[config.mk]
export PLATFORM = sky130hd
export DESIGN_NAME = alu_seq
export DESIGN_NICKNAME = d
export VERILOG_FILES = /design/src/rtl/alu_pkg.sv /design/src/rtl/alu_core.sv /design/src/rtl/alu_seq.sv
export SDC_FILE = /design/constraint.sdc
export NUM_CORES = 1
export LEC_CHECK = 0
export CAP_MARGIN = 20
export CORE_MARGIN = 4
export CORE_UTILIZATION = 59
export DETAILED_ROUTE_END_ITERATION = 12
export PLACE_DENSITY = 0.81
export SLEW_MARGIN = 20
export SYNTH_ARGS = -nofsm -noshare
export SYNTH_HDL_FRONTEND = slang
export SYNTH_HIERARCHICAL = 1
export SYNTH_SLANG_ARGS = --single-unit
[constraint.sdc]
create_clock -name clk -period 3.5 [get_ports clk]
set_input_delay 0.7 -clock clk [delete_from_list [all_inputs] [get_ports clk]]
set_output_delay 0.7 -clock clk [all_outputs]
set_load 0.1 [all_outputs]
[src/rtl/alu_pkg.sv]
// Shared opcode encodings and FSM state type for the sequential ALU.
// The opcode layout is {add_sub, op[1:0]}, so SUB and SLT both have bit 2 set.
package alu_pkg;

  localparam logic [2:0] OP_AND = 3'b000;
  localparam logic [2:0] OP_OR  = 3'b001;
  localparam logic [2:0] OP_ADD = 3'b010;
  localparam logic [2:0] OP_MUL = 3'b011;
  localparam logic [2:0] OP_SLL = 3'b100;
  localparam logic [2:0] OP_SRL = 3'b101;
  localparam logic [2:0] OP_SUB = 3'b110;
  localparam logic [2:0] OP_SLT = 3'b111;

  typedef enum logic [1:0] {
    S_IDLE = 2'd0,
    S_MUL  = 2'd1,
    S_HOLD = 2'd2
  } state_e;

endpackage

[src/rtl/alu_core.sv]
// Combinational single-cycle ALU: AND/OR/ADD/SUB/SLT/SLL/SRL with carry and overflow flags.
// MUL is not handled here and returns zero with clear flags.
module alu_core
  import alu_pkg::*;
#(
  parameter int WIDTH = 8
) (
  input  logic [WIDTH-1:0] a,
  input  logic [WIDTH-1:0] b,
  input  logic [2:0]       op,
  output logic [WIDTH-1:0] f,
  output logic             carry,
  output logic             overflow
);

  localparam int CNT_W = $clog2(WIDTH) + 1;

  logic [WIDTH-1:0] b_eff;
  logic [WIDTH:0]   sum;
  logic             ovf;
  logic [CNT_W-2:0] amt;

  // One shared adder: bit 2 of op selects a + ~b + 1, which serves SUB and SLT.
  assign b_eff = op[2] ? ~b : b;
  assign sum   = {1'b0, a} + {1'b0, b_eff} + {{WIDTH{1'b0}}, op[2]};
  assign ovf   = (a[WIDTH-1] == b_eff[WIDTH-1]) & (sum[WIDTH-1] != a[WIDTH-1]);
  assign amt   = b[CNT_W-2:0];

  // NOTE: every output gets a default before the case, so no path can infer a latch.
  always_comb begin
    f        = '0;
    carry    = 1'b0;
    overflow = 1'b0;
    case (op)
      OP_AND: f = a & b;
      OP_OR:  f = a | b;
      OP_ADD, OP_SUB: begin
        f        = sum[WIDTH-1:0];
        carry    = sum[WIDTH];
        overflow = ovf;
      end
      // Sign of the difference corrected by overflow gives a true signed compare.
      OP_SLT: f = {{(WIDTH-1){1'b0}}, sum[WIDTH-1] ^ ovf};
      OP_SLL: f = (int'(amt) >= WIDTH) ? '0 : (a << amt);
      OP_SRL: f = (int'(amt) >= WIDTH) ? '0 : (a >> amt);
      default: f = '0;
    endcase
  end

endmodule

[src/rtl/alu_seq.sv]
// Handshaked WIDTH-bit ALU: single-cycle ops via alu_core, shift-add MUL over WIDTH cycles.
// The result and flags are held on the output port until out_ready consumes them.
module alu_seq
  import alu_pkg::*;
#(
  parameter int WIDTH = 8
) (
  input  logic             clk,
  input  logic             rst,
  input  logic             in_valid,
  output logic             in_ready,
  input  logic [WIDTH-1:0] a,
  input  logic [WIDTH-1:0] b,
  input  logic [2:0]       op,
  output logic             out_valid,
  input  logic             out_ready,
  output logic [WIDTH-1:0] f,
  output logic             zero,
  output logic             carry,
  output logic             overflow
);

  localparam int CNT_W = $clog2(WIDTH) + 1;

  state_e state_q, state_d;

  logic [2*WIDTH-1:0] acc_q, mcand_q, acc_nxt;
  logic [WIDTH-1:0]   mplier_q;
  logic [CNT_W-1:0]   cnt_q;
  logic               accept, mul_last;

  logic [WIDTH-1:0]   core_f;
  logic               core_carry, core_ovf;

  alu_core #(.WIDTH(WIDTH)) u_core (
    .a        (a),
    .b        (b),
    .op       (op),
    .f        (core_f),
    .carry    (core_carry),
    .overflow (core_ovf)
  );

  assign accept    = in_valid & in_ready;
  assign out_valid = (state_q == S_HOLD);
  assign mul_last  = (cnt_q == CNT_W'(WIDTH - 1));
  assign acc_nxt   = acc_q + (mplier_q[0] ? mcand_q : '0);

  always_comb begin
    state_d  = state_q;
    in_ready = 1'b0;
    case (state_q)
      S_IDLE: begin
        in_ready = 1'b1;
        if (in_valid) state_d = (op == OP_MUL) ? S_MUL : S_HOLD;
      end
      S_MUL: begin
        if (mul_last) state_d = S_HOLD;
      end
      S_HOLD: begin
        // Consuming the result frees the port for a new op in the same cycle.
        in_ready = out_ready;
        if (out_ready) begin
          if (!in_valid)           state_d = S_IDLE;
          else if (op == OP_MUL)   state_d = S_MUL;
          else                     state_d = S_HOLD;
        end
      end
      default: state_d = S_IDLE;
    endcase
  end

  // NOTE: sequential state uses non-blocking assignments so every register samples pre-edge values.
  always_ff @(posedge clk or posedge rst) begin
    if (rst) state_q <= S_IDLE;
    else     state_q <= state_d;
  end

  always_ff @(posedge clk or posedge rst) begin
    if (rst) begin
      acc_q    <= '0;
      mcand_q  <= '0;
      mplier_q <= '0;
      cnt_q    <= '0;
      f        <= '0;
      zero     <= 1'b0;
      carry    <= 1'b0;
      overflow <= 1'b0;
    end else if (accept) begin
      acc_q    <= '0;
      mcand_q  <= {{WIDTH{1'b0}}, a};
      mplier_q <= b;
      cnt_q    <= '0;
      if (op != OP_MUL) begin
        f        <= core_f;
        zero     <= (core_f == '0);
        carry    <= core_carry;
        overflow <= core_ovf;
      end
    end else if (state_q == S_MUL) begin
      // One multiplier bit per cycle, LSB first; the multiplicand walks left.
      acc_q    <= acc_nxt;
      mcand_q  <= mcand_q << 1;
      mplier_q <= mplier_q >> 1;
      cnt_q    <= cnt_q + CNT_W'(1);
      if (mul_last) begin
        f        <= acc_nxt[WIDTH-1:0];
        zero     <= (acc_nxt[WIDTH-1:0] == '0);
        carry    <= 1'b0;
        overflow <= |acc_nxt[2*WIDTH-1:WIDTH];
      end
    end
  end

endmodule

Word-level counts from Yosys, hierarchy flattened
Cells that the tools add are included.
{"block": "op_classes", "addsub": 4, "eq_ne": 17, "n_shift": 2, "mux": 36, "n_bitwise": 6, "n_reduce_logical": 10}
{"op": "2-to-1 mux 16 bit", "count": 5}
{"op": "2-to-1 mux 8 bit", "count": 7}
{"op": "case mux 8 bit (6 select lines)", "count": 1}
{"op": "adder 16 bit", "count": 1}
{"op": "zero test 8 bit", "count": 2}
{"op": "2-to-1 mux 1 bit", "count": 14}
{"op": "equality test 3 bit (second input constant)", "count": 4}
{"op": "2-to-1 mux 2 bit", "count": 5}
{"op": "adder 8 x 8 -> 9 bit", "count": 1}
{"op": "adder 9 x 1 -> 9 bit", "count": 1}
{"op": "AND 8 bit", "count": 1}
{"op": "2-to-1 mux 4 bit", "count": 2}
{"op": "NOT 8 bit", "count": 1}
{"op": "OR 8 bit", "count": 1}
{"op": "OR reduction 8 bit", "count": 1}
{"op": "left shift 8 x 3 -> 8 bit", "count": 1}
{"op": ">> shifter 8 x 3 -> 8 bit", "count": 1}
{"op": "equality test 3 x 2 -> 1 bit (second input constant)", "count": 2}
{"op": "case mux 2 bit (3 select lines)", "count": 1}
{"op": "AND reduction 3 bit", "count": 2}
{"op": "adder 4 x 1 -> 4 bit (second input constant)", "count": 1}
{"op": "equality test 4 x 3 -> 1 bit (second input constant)", "count": 1}
{"op": "!= test 2 x 1 -> 1 bit (second input constant)", "count": 2}
{"op": "!= test 2 bit (second input constant)", "count": 2}
{"op": "13 further kinds", "count": 15}
{"block": "word_totals", "ff_bits": 57, "inputBits": 23, "out_inout_bits": 13, "word_cells": 84}

Depth between registers and ports, before layout
Gate-level depths: netlist (run 1).
{"block": "logic_depth", "depth_word": 11, "depth_mapped": 13, "ltp_nobuf": 11}

Hierarchy
The synthesis (run 1) kept the hierarchy.
{"module": "alu_seq", "n_inst": 1, "cells_per_inst": 392, "area_each_um2": 3320.7, "seq_area_each_um2": 1426.4}
{"module": "alu_core", "n_inst": 1, "cells_per_inst": 153, "area_each_um2": 1143.6, "seq_area_each_um2": 0.0}

Worst setup path before layout (run 1)
Ideal clock, no wire load.
{"block": "synth_path", "path_kind": "input -> register", "startpoint": "input port out_ready", "endpoint": "register zero", "setup_ps": 82, "arrival_time_ps": 3382, "t_required_ps": 3418, "setup_slack_ps": 36, "stages": 8, "n_path_buf": 2, "path_cell_list": "inv_1 > a21oi_1 > and2_1 > clkbuf_1 > a21o_1 > clkbuf_1 > nor2_1 > a31oi_1"}
{"block": "synth_between", "elab_chain_len": 4, "word_cells_on_any_way": 7, "cone_classes": "eq/ne: 1; mux: 2; bitwise: 1; reduce/logical: 3"}
{"item": "start, declared", "line_no": "alu_seq.sv:16", "text": "input logic out_ready,"}
{"item": "case mux 1 bit (2 select lines) (*)", "line_no": "alu_seq.sv:52", "text": "case (state_q)"}
{"item": "via in_ready", "line_no": "alu_seq.sv:11", "text": "output logic in_ready,"}
{"item": "AND 1 bit (*)", "line_no": "alu_seq.sv:44", "text": "assign accept = in_valid & in_ready;"}
{"item": "!= test 2 x 1 -> 1 bit (no source line) / nonzero test 2 bit (equally long branches)"}
{"item": "AND reduction 3 bit (no source line)"}
{"item": "end signal, assigned", "line_no": "alu_seq.sv:96", "text": "zero <= (core_f == '0);"}
{"item": "end signal, assigned", "line_no": "alu_seq.sv:108", "text": "zero <= (acc_nxt[WIDTH-1:0] == '0);"}
{"item": "end, declared", "line_no": "alu_seq.sv:18", "text": "output logic zero,"}
Mark *: on every way through the listed nets, which the timed path passes. The rest lies on a longest branch.
A chain may end at the register's enable or synchronous reset.

Final worst setup path (run 1)
{"block": "layout_path", "startpoint": "register mplier_q[0]", "endpoint": "register overflow"}
{"block": "layout_between", "elab_chain_len": 6}
{"item": "start, declared", "line_no": "alu_seq.sv:28", "text": "logic [WIDTH-1:0] mplier_q;"}
{"item": "start signal, assigned", "line_no": "alu_seq.sv:104", "text": "mplier_q <= mplier_q >> 1;"}
{"item": "2-to-1 mux 16 bit", "line_no": "alu_seq.sv:47", "text": "assign acc_nxt = acc_q + (mplier_q[0] ? mcand_q : '0);"}
{"item": "adder 16 bit", "line_no": "alu_seq.sv:47"}
{"item": "OR reduction 8 bit", "line_no": "alu_seq.sv:110", "text": "overflow <= |acc_nxt[2*WIDTH-1:WIDTH];"}
{"item": "2-to-1 mux 1 bit", "line_no": "alu_seq.sv:106", "text": "if (mul_last) begin"}
{"item": "2-to-1 mux 1 bit", "line_no": "alu_seq.sv:100", "text": "end else if (state_q == S_MUL) begin"}
{"item": "2-to-1 mux 1 bit", "line_no": "alu_seq.sv:89", "text": "end else if (accept) begin"}
{"item": "end signal, assigned", "line_no": "alu_seq.sv:98", "text": "overflow <= core_ovf;"}
{"item": "end signal, assigned", "line_no": "alu_seq.sv:110"}
{"item": "end, declared", "line_no": "alu_seq.sv:20", "text": "output logic overflow"}
Every way passes these cells. The select of a mux whose other input is x is not followed.

==> flow_summary.toml, run 1 <==
[power]
total_leakage_power_nw = 2.26
p_int_mw = 1.54
pwr-share-clk = 0.254
ir_worst_vdd_mv = 0.279
switching_share = 0.429
power_density_mw_per_mm2 = 518
pwr-share-seq = 0.319
combPwrFrac = 0.426
switching_power_mw = 1.15

[sta]
setup_tns_ns = 0
tightest_slew_ns = 0.983
hold_viol_final = 0
layout_min_cycle_time_ns = 3.19
period_share = 0.911
setup_viol = 0
fmax_mhz = 314
slew_headroom = 0.343
final_max_slew_viol_count = 0
fin_skew_ns = 0.00806
worst_slack_ns = 0.313
rsz0062_at_grt = "false"

[synthesis]
synth.net_count = 594
yosysWarnings = 6
ys_types = 59
synth_area_mm2 = 0.00446
synth_seq_cells = 57
synth-main-ff-cell = "dfrtp_1"
postSynthCellCount = 545
async_reset_ff_frac = 1.00
syn_area_per_cell_um2 = 8.19
synth_edf_count = 0
yosysSeqAreaShare = 0.320

[critical_path]
crit_fanout = 10
required_ns = 3.70
worstReg2RegStart = "mplier_q[0]"
cp-start-kind = "register"
r2r_end = "overflow"
cp-end-kind = "register"
arrival_ns = 3.39
rrSetupSlack_ns = 0.31
reg2reg_depth = 10
worstSetupPathType = "register to register"

[die]
die_area_mm2 = 0.00902
die_h_um = 95.0
fp.dieW_um = 95.0
core_area_mm2 = 0.00729
start_util = 0.612
rows = 31
io_pins = 36

[drt]
drcViolationCount = 0
wirelength_um = 12700
vias = 4294
vias_per_cell = 6.29
ant_nets = 0
firstDrtPassIters = 5
wl_per_cell_um = 18.6
drt_iter0_markers = 363

[global_route]
grtUsageTotal = 0.299
grt_max_degree = 58
grt_overflow_total = 0
grt_pass1_wl_um = 20700
grt_pass1_vias = 4114
antenna_found_initial = 0

[clock_network]
cts_buffer_depth = 2
hold_buffers = 0
clk_latency_ns = 0.34
cts_sinks = 57
path_clk_slew_ns = 0.06
cts_setup_buffers = 0
cts_tree = "built"
cts_made_buffers = 9
cts_root_buf = "clkbuf_8"
ctsResizeCount = 0
h-tree-depth = 3

[place]
dp_hpwl_um = 9400
place_ws_ns = 0.0317
port_buffers = 35
gp_congestion = 1.06

[worst_hold_path]
hold_path_startpoint = "mplier_q[4]"
whs_endpoint = "mplier_q[4]"
hold_class = "register to register"
whs_path_depth = 2

[final_layout]
drive_gt1_frac = 0.0942
num_antenna_cells = 0
nNetsFinal = 629
area_growth_syn_to_layout_pct = 16.3

[status]
status = "finished clean"

[job]
max_cap_violations = 0
## how the worst max path moves through the flow
stage	from	endpoint	slack, ns	cells past startpoint
3_3_place_gp	op[2]	zero	0.09	13
5_1_grt	op[2]	overflow	0.15	13
4_1_cts	mplier_q[0]	overflow	0.34	10
3_5_place_dp	op[2]	zero	0.03	13
6_report	mplier_q[0]	overflow	0.31	10
2_1_floorplan	out_ready	zero	0.04	8
## area by class of cell
cell class | instances | area [µm²]
inverters | 11 | 41.3
fillers | 602 | 2100
flip-flops and latches | 57 | 1430
multi-input cells | 442 | 2840
well taps | 99 | 124
clock inverters | 5 | 80.1
repair buffers | 59 | 538
clock buffers | 10 | 138
## cell usage after synthesis, drive strengths merged (6+ instances only)
library cell  count  area [µm²]
dfrtp            57        1430
inv              11        41.3
nand4             6        37.5
a21o              7        52.6
a31oi            14        87.6
a22oi            17         128
o21ai            42         210
nand3            26         130
nor2             35         131
and2             17         106
nand2b            6        37.5
nand2           102         383
mux2i            16         160
a21oi            25         133
xor2             17         149
nor3             10        61.3
clkbuf           25        93.8
buf              10        62.6
xnor2            11        96.3
ha               24         300
o211ai            9        67.6
## registers in the layout, indices dropped and copies added, names as in the netlist
signal and flops:
cnt_q 4, carry 1, mcand_q 16, state_q 2, f 8, overflow 1
mplier_q 8, acc_q 16, zero 1
## per-layer routing
metal | vias to the layer above | part of all wire | routed length (µm) | track usage
met4 | 0 | 0.034 | 438 | 0.130
met3 | 33 | 0.054 | 691 | 0.0494
li1 | 2028 | - | - | -
met5 | - | 0 | 0 | 0
met2 | 169 | 0.49 | 6170 | 0.490
met1 | 2064 | 0.43 | 5420 | 0.390
## kinds of logic (layout without fill, tap and decap cells)
| group | count (synthesis) | count (layout) | synth area share |
|---|---|---|---|
| and+or+nand+nor | 219 | 219 | 0.226 |
| AOI/OAI and AO/OA | 142 | 142 | 0.207 |
| DFF | 57 | 57 | 0.320 |
| buffers and inverters | 46 | 85 | 0.0443 |
| adders and majority gates | 31 | 31 | 0.0874 |
| xor gates and xnor gates | 28 | 28 | 0.0549 |
| muxes | 22 | 22 | 0.0611 |
## power by group through the flow
stage	combinational (mW)	sequential [mW]	clock (mW)
CTS	1.14	0.857	0.689
global route	1.23	0.874	0.722
finish	1.15	0.859	0.684
detailed placement	1.14	0.868	0
floorplan	0.517	1.17	0
global placement	1.12	0.862	0
## critical path, stage by stage, from the launching register on
cell,delay [ns]
dfrtp_1,0.47
and2_1,0.20
ha_1,0.22
fa_1,0.43
a21oi_2,0.20
o2111ai_1,0.19
a31o_1,0.30
a211oi_2,0.29
o22ai_1,0.13
nor4bb_1,0.48
a31oi_1,0.15
## per-stage QoR
step                instance area [µm²]  utilization  hold slack, ns  std cells  power, mW
global placement                   4970        0.682           0.461        668       1.98
finish                             5190        0.712           0.477        683       2.69
global route                       5190        0.712           0.504        683       2.82
CTS                                5190        0.712           0.480        683       2.69
floorplan                          4460            -           0.446        545       1.68
detailed placement                 4970        0.682           0.465        668       2.00
## placed cells by master, fill, tap and decap left out, drive strengths merged, types with 10 or more instances in the layout
master / instances
nor3: 10
dfrtp: 57
nand2: 102
a21oi: 25
nand3: 26
o21ai: 42
inv: 11
xnor2: 11
xor2: 17
a31oi: 14
clkdlybuf4s50: 33
a22oi: 17
ha: 24
mux2i: 16
nor2: 35
and2: 17
buf: 26
clkbuf: 10
(Power assumes the default switching activity.)
==> inputs of run 2 (changes only) <==
CORE_UTILIZATION = 60   (was 59)
PLACE_DENSITY = 0.83   (was 0.81)
SYNTH_HIERARCHICAL = default   (was 1)
==> run 2 against run 1 <==
Sequential power down 1%. Critical path depth unchanged. Critical endpoint unchanged. Die area grew 0.14%. Sequential share of layout area shrank 0.42 points. Non-clock buffer count is 1 lower. Routed wire length decreased by 0.94%. Count of clock-buffer cells in the layout shrank 1. Synthesized cell count is 0.73% higher.
==> flow_summary.toml, run 2 <==
[synthesis]
yosys.area.top_type_share = 0.314
postSynthCellCount = 549
async_reset_ff_frac = 1.00
ys_types = 61
synth_seq_cells = 57
synth-main-ff-cell = "dfrtp_1"
ys_top_cells_by_area = "dfrtp_1 (31%), nand2_1 (7.6%), ha_1 (6.3%), xor2_1 (3.7%), a21oi_1 (3.4%)"
synth_largest_area_cell = "dfrtp_1"
synth_area_mm2 = 0.00455
yosysSeqAreaShare = 0.314
yosysWarnings = 0
ys_top_cells_by_count = "nand2_1 (92), dfrtp_1 (57), nor2_1 (40)"
synth_most_common_cell = "nand2_1"
synth.net_count = 597
synth_edf_count = 0
syn_area_per_cell_um2 = 8.28

[critical_path]
cp_cell_sequence = "and2_1, ha_1, fa_1, a211oi_2, o21ai_1, a31o_2, a311oi_1, o22ai_1, nor4_1, o21ai_1"
reg2reg_depth = 10
cp-end-kind = "register"
worstSetupPathType = "register to register"
rrSetupSlack_ns = 0.33
crit_top_cell = "o21ai_1"
critPathSlowestCell = "fa_1"
cp-start-kind = "register"
arrival_ns = 3.37
slowest_delay_ns = 0.45
r2r_end = "overflow"
crit_family = "compound AO/OA/AOI/OAI gates"
required_ns = 3.70
crit_buf_inv = 0
crit_fanout = 9
worstReg2RegStart = "mplier_q[0]"

[drt]
wirelength_um = 12600
wl_per_cell_um = 18.3
drcViolationCount = 0
vias = 4439
firstDrtPassIters = 5
vias_per_cell = 6.44
drt_iter0_markers = 309
ant_nets = 0

[clock_network]
ctsResizeCount = 0
h-tree-depth = 3
cts_made_buffers = 9
path_clk_slew_ns = 0.07
cts_sinks = 57
cts_buffer_depth = 2
cts_tree = "built"
cts_setup_buffers = 0
hold_buffers = 0
clk_latency_ns = 0.34
cts_root_buf = "clkbuf_8"

[die]
fp.dieW_um = 95.1
start_util = 0.624
io_pins = 36
die_h_um = 95.1
rows = 31
core_area_mm2 = 0.00729
die_area_mm2 = 0.00903

[sta]
period_share = 0.905
rsz0062_at_grt = "false"
hold_viol_final = 0
fin_skew_ns = 0.0117
final_max_slew_viol_count = 0
whs_ns = 0.472
tightest_slew_ns = 0.984
layout_min_cycle_time_ns = 3.17
fmax_mhz = 316
setup_viol = 0
setup_tns_ns = 0
slew_headroom = 0.342

[global_route]
grt_overflow_total = 0
grt_pass1_vias = 4288
grtUsageTotal = 0.300
grt_pass1_wl_um = 21100
grt_max_degree = 58
antenna_found_initial = 0

[final_layout]
layout_commonest_cell = "nand2_1"
drive_gt1_frac = 0.0881
final_cell_mix = "nand2_1 (92), dfrtp_1 (57), nor2_1 (39)"
area_growth_syn_to_layout_pct = 15.9
nNetsFinal = 633
top_regs = "acc_q: 16 flops, mcand_q: 16 flops"
num_antenna_cells = 0

[job]
max_cap_violations = 0

[power]
total_leakage_power_nw = 2.45
power_density_mw_per_mm2 = 505
p_total_mw = 2.66
ir_worst_vdd_mv = 0.316

[worst_hold_path]
whs_path_depth = 2
hold_path_startpoint = "f[4]"
whs_endpoint = "f[4]"
hold_class = "register to register"

[place]
dp_hpwl_um = 9270
port_buffers = 35
gp_congestion = 0.987

[status]
status = "finished clean"
==> run 2: how the worst max path moves through the flow <==
stage | start | end | cells past startpoint
after CTS | mplier_q[0] | overflow | 10
after floorplan | op[2] | zero | 11
final | mplier_q[0] | overflow | 10
after global placement | b[0] | zero | 11
after detailed placement | b[0] | zero | 11
after global routing | mplier_q[0] | overflow | 10
==> run 2: layout make-up <==
class	count	area, µm²
Clock buffer	9	124
Clock inverter	7	103
Fill cell	609	2020
Sequential cell	57	1430
Timing Repair Buffer	58	518
Multi-Input combinational cell	451	2950
Inverter	8	30.0
Tap cell	99	124
==> run 2: kinds of logic (layout without fill, tap and decap cells) <==
logic type | after synthesis | after routing | synth area share
XOR/XNOR | 27 | 27 | 0.0520
multiplexers | 21 | 21 | 0.0644
AND/OR/NAND/NOR | 223 | 223 | 0.226
flip-flops | 57 | 57 | 0.314
adder cells (fa/ha/maj) | 28 | 28 | 0.0787
buffers and inverters | 41 | 82 | 0.0391
AO/OA/AOI/OAI | 152 | 152 | 0.226
==> run 2: through the flow <==
step	setup slack (ns)	cells	utilization	instance area, µm²
final	0.332	689	0.723	5270
after global routing	0.0822	689	0.723	5270
after CTS	0.345	689	0.723	5270
after detailed placement	0.0186	673	0.692	5040
after global placement	0.156	673	0.692	5040
after floorplan	0.327	549	-	4550
==> run 2: tightest hold or removal path, stage by stage, from the launching register on <==
cell and delay, ns:
dfrtp_1 0.35, nand2_1 0.05, nand2_1 0.05
==> run 2: report_power, final <==
group	switching (mW)	leakage, nW	internal (mW)	total, mW
Clock	0.293	0.110	0.408	0.701
Combinational	0.775	1.59	0.339	1.11
Sequential	0.0783	0.753	0.770	0.848
Total	1.15	2.45	1.52	2.66
==> run 2: layer usage <==
layer / up-vias / global-route usage / part of all wire
met3: 28 / 0.0497 / 0.072
met1: 2136 / 0.411 / 0.43
met5: - / 0 / 0
met2: 200 / 0.487 / 0.48
met4: 0 / 0.0950 / 0.021
li1: 2075 / - / -
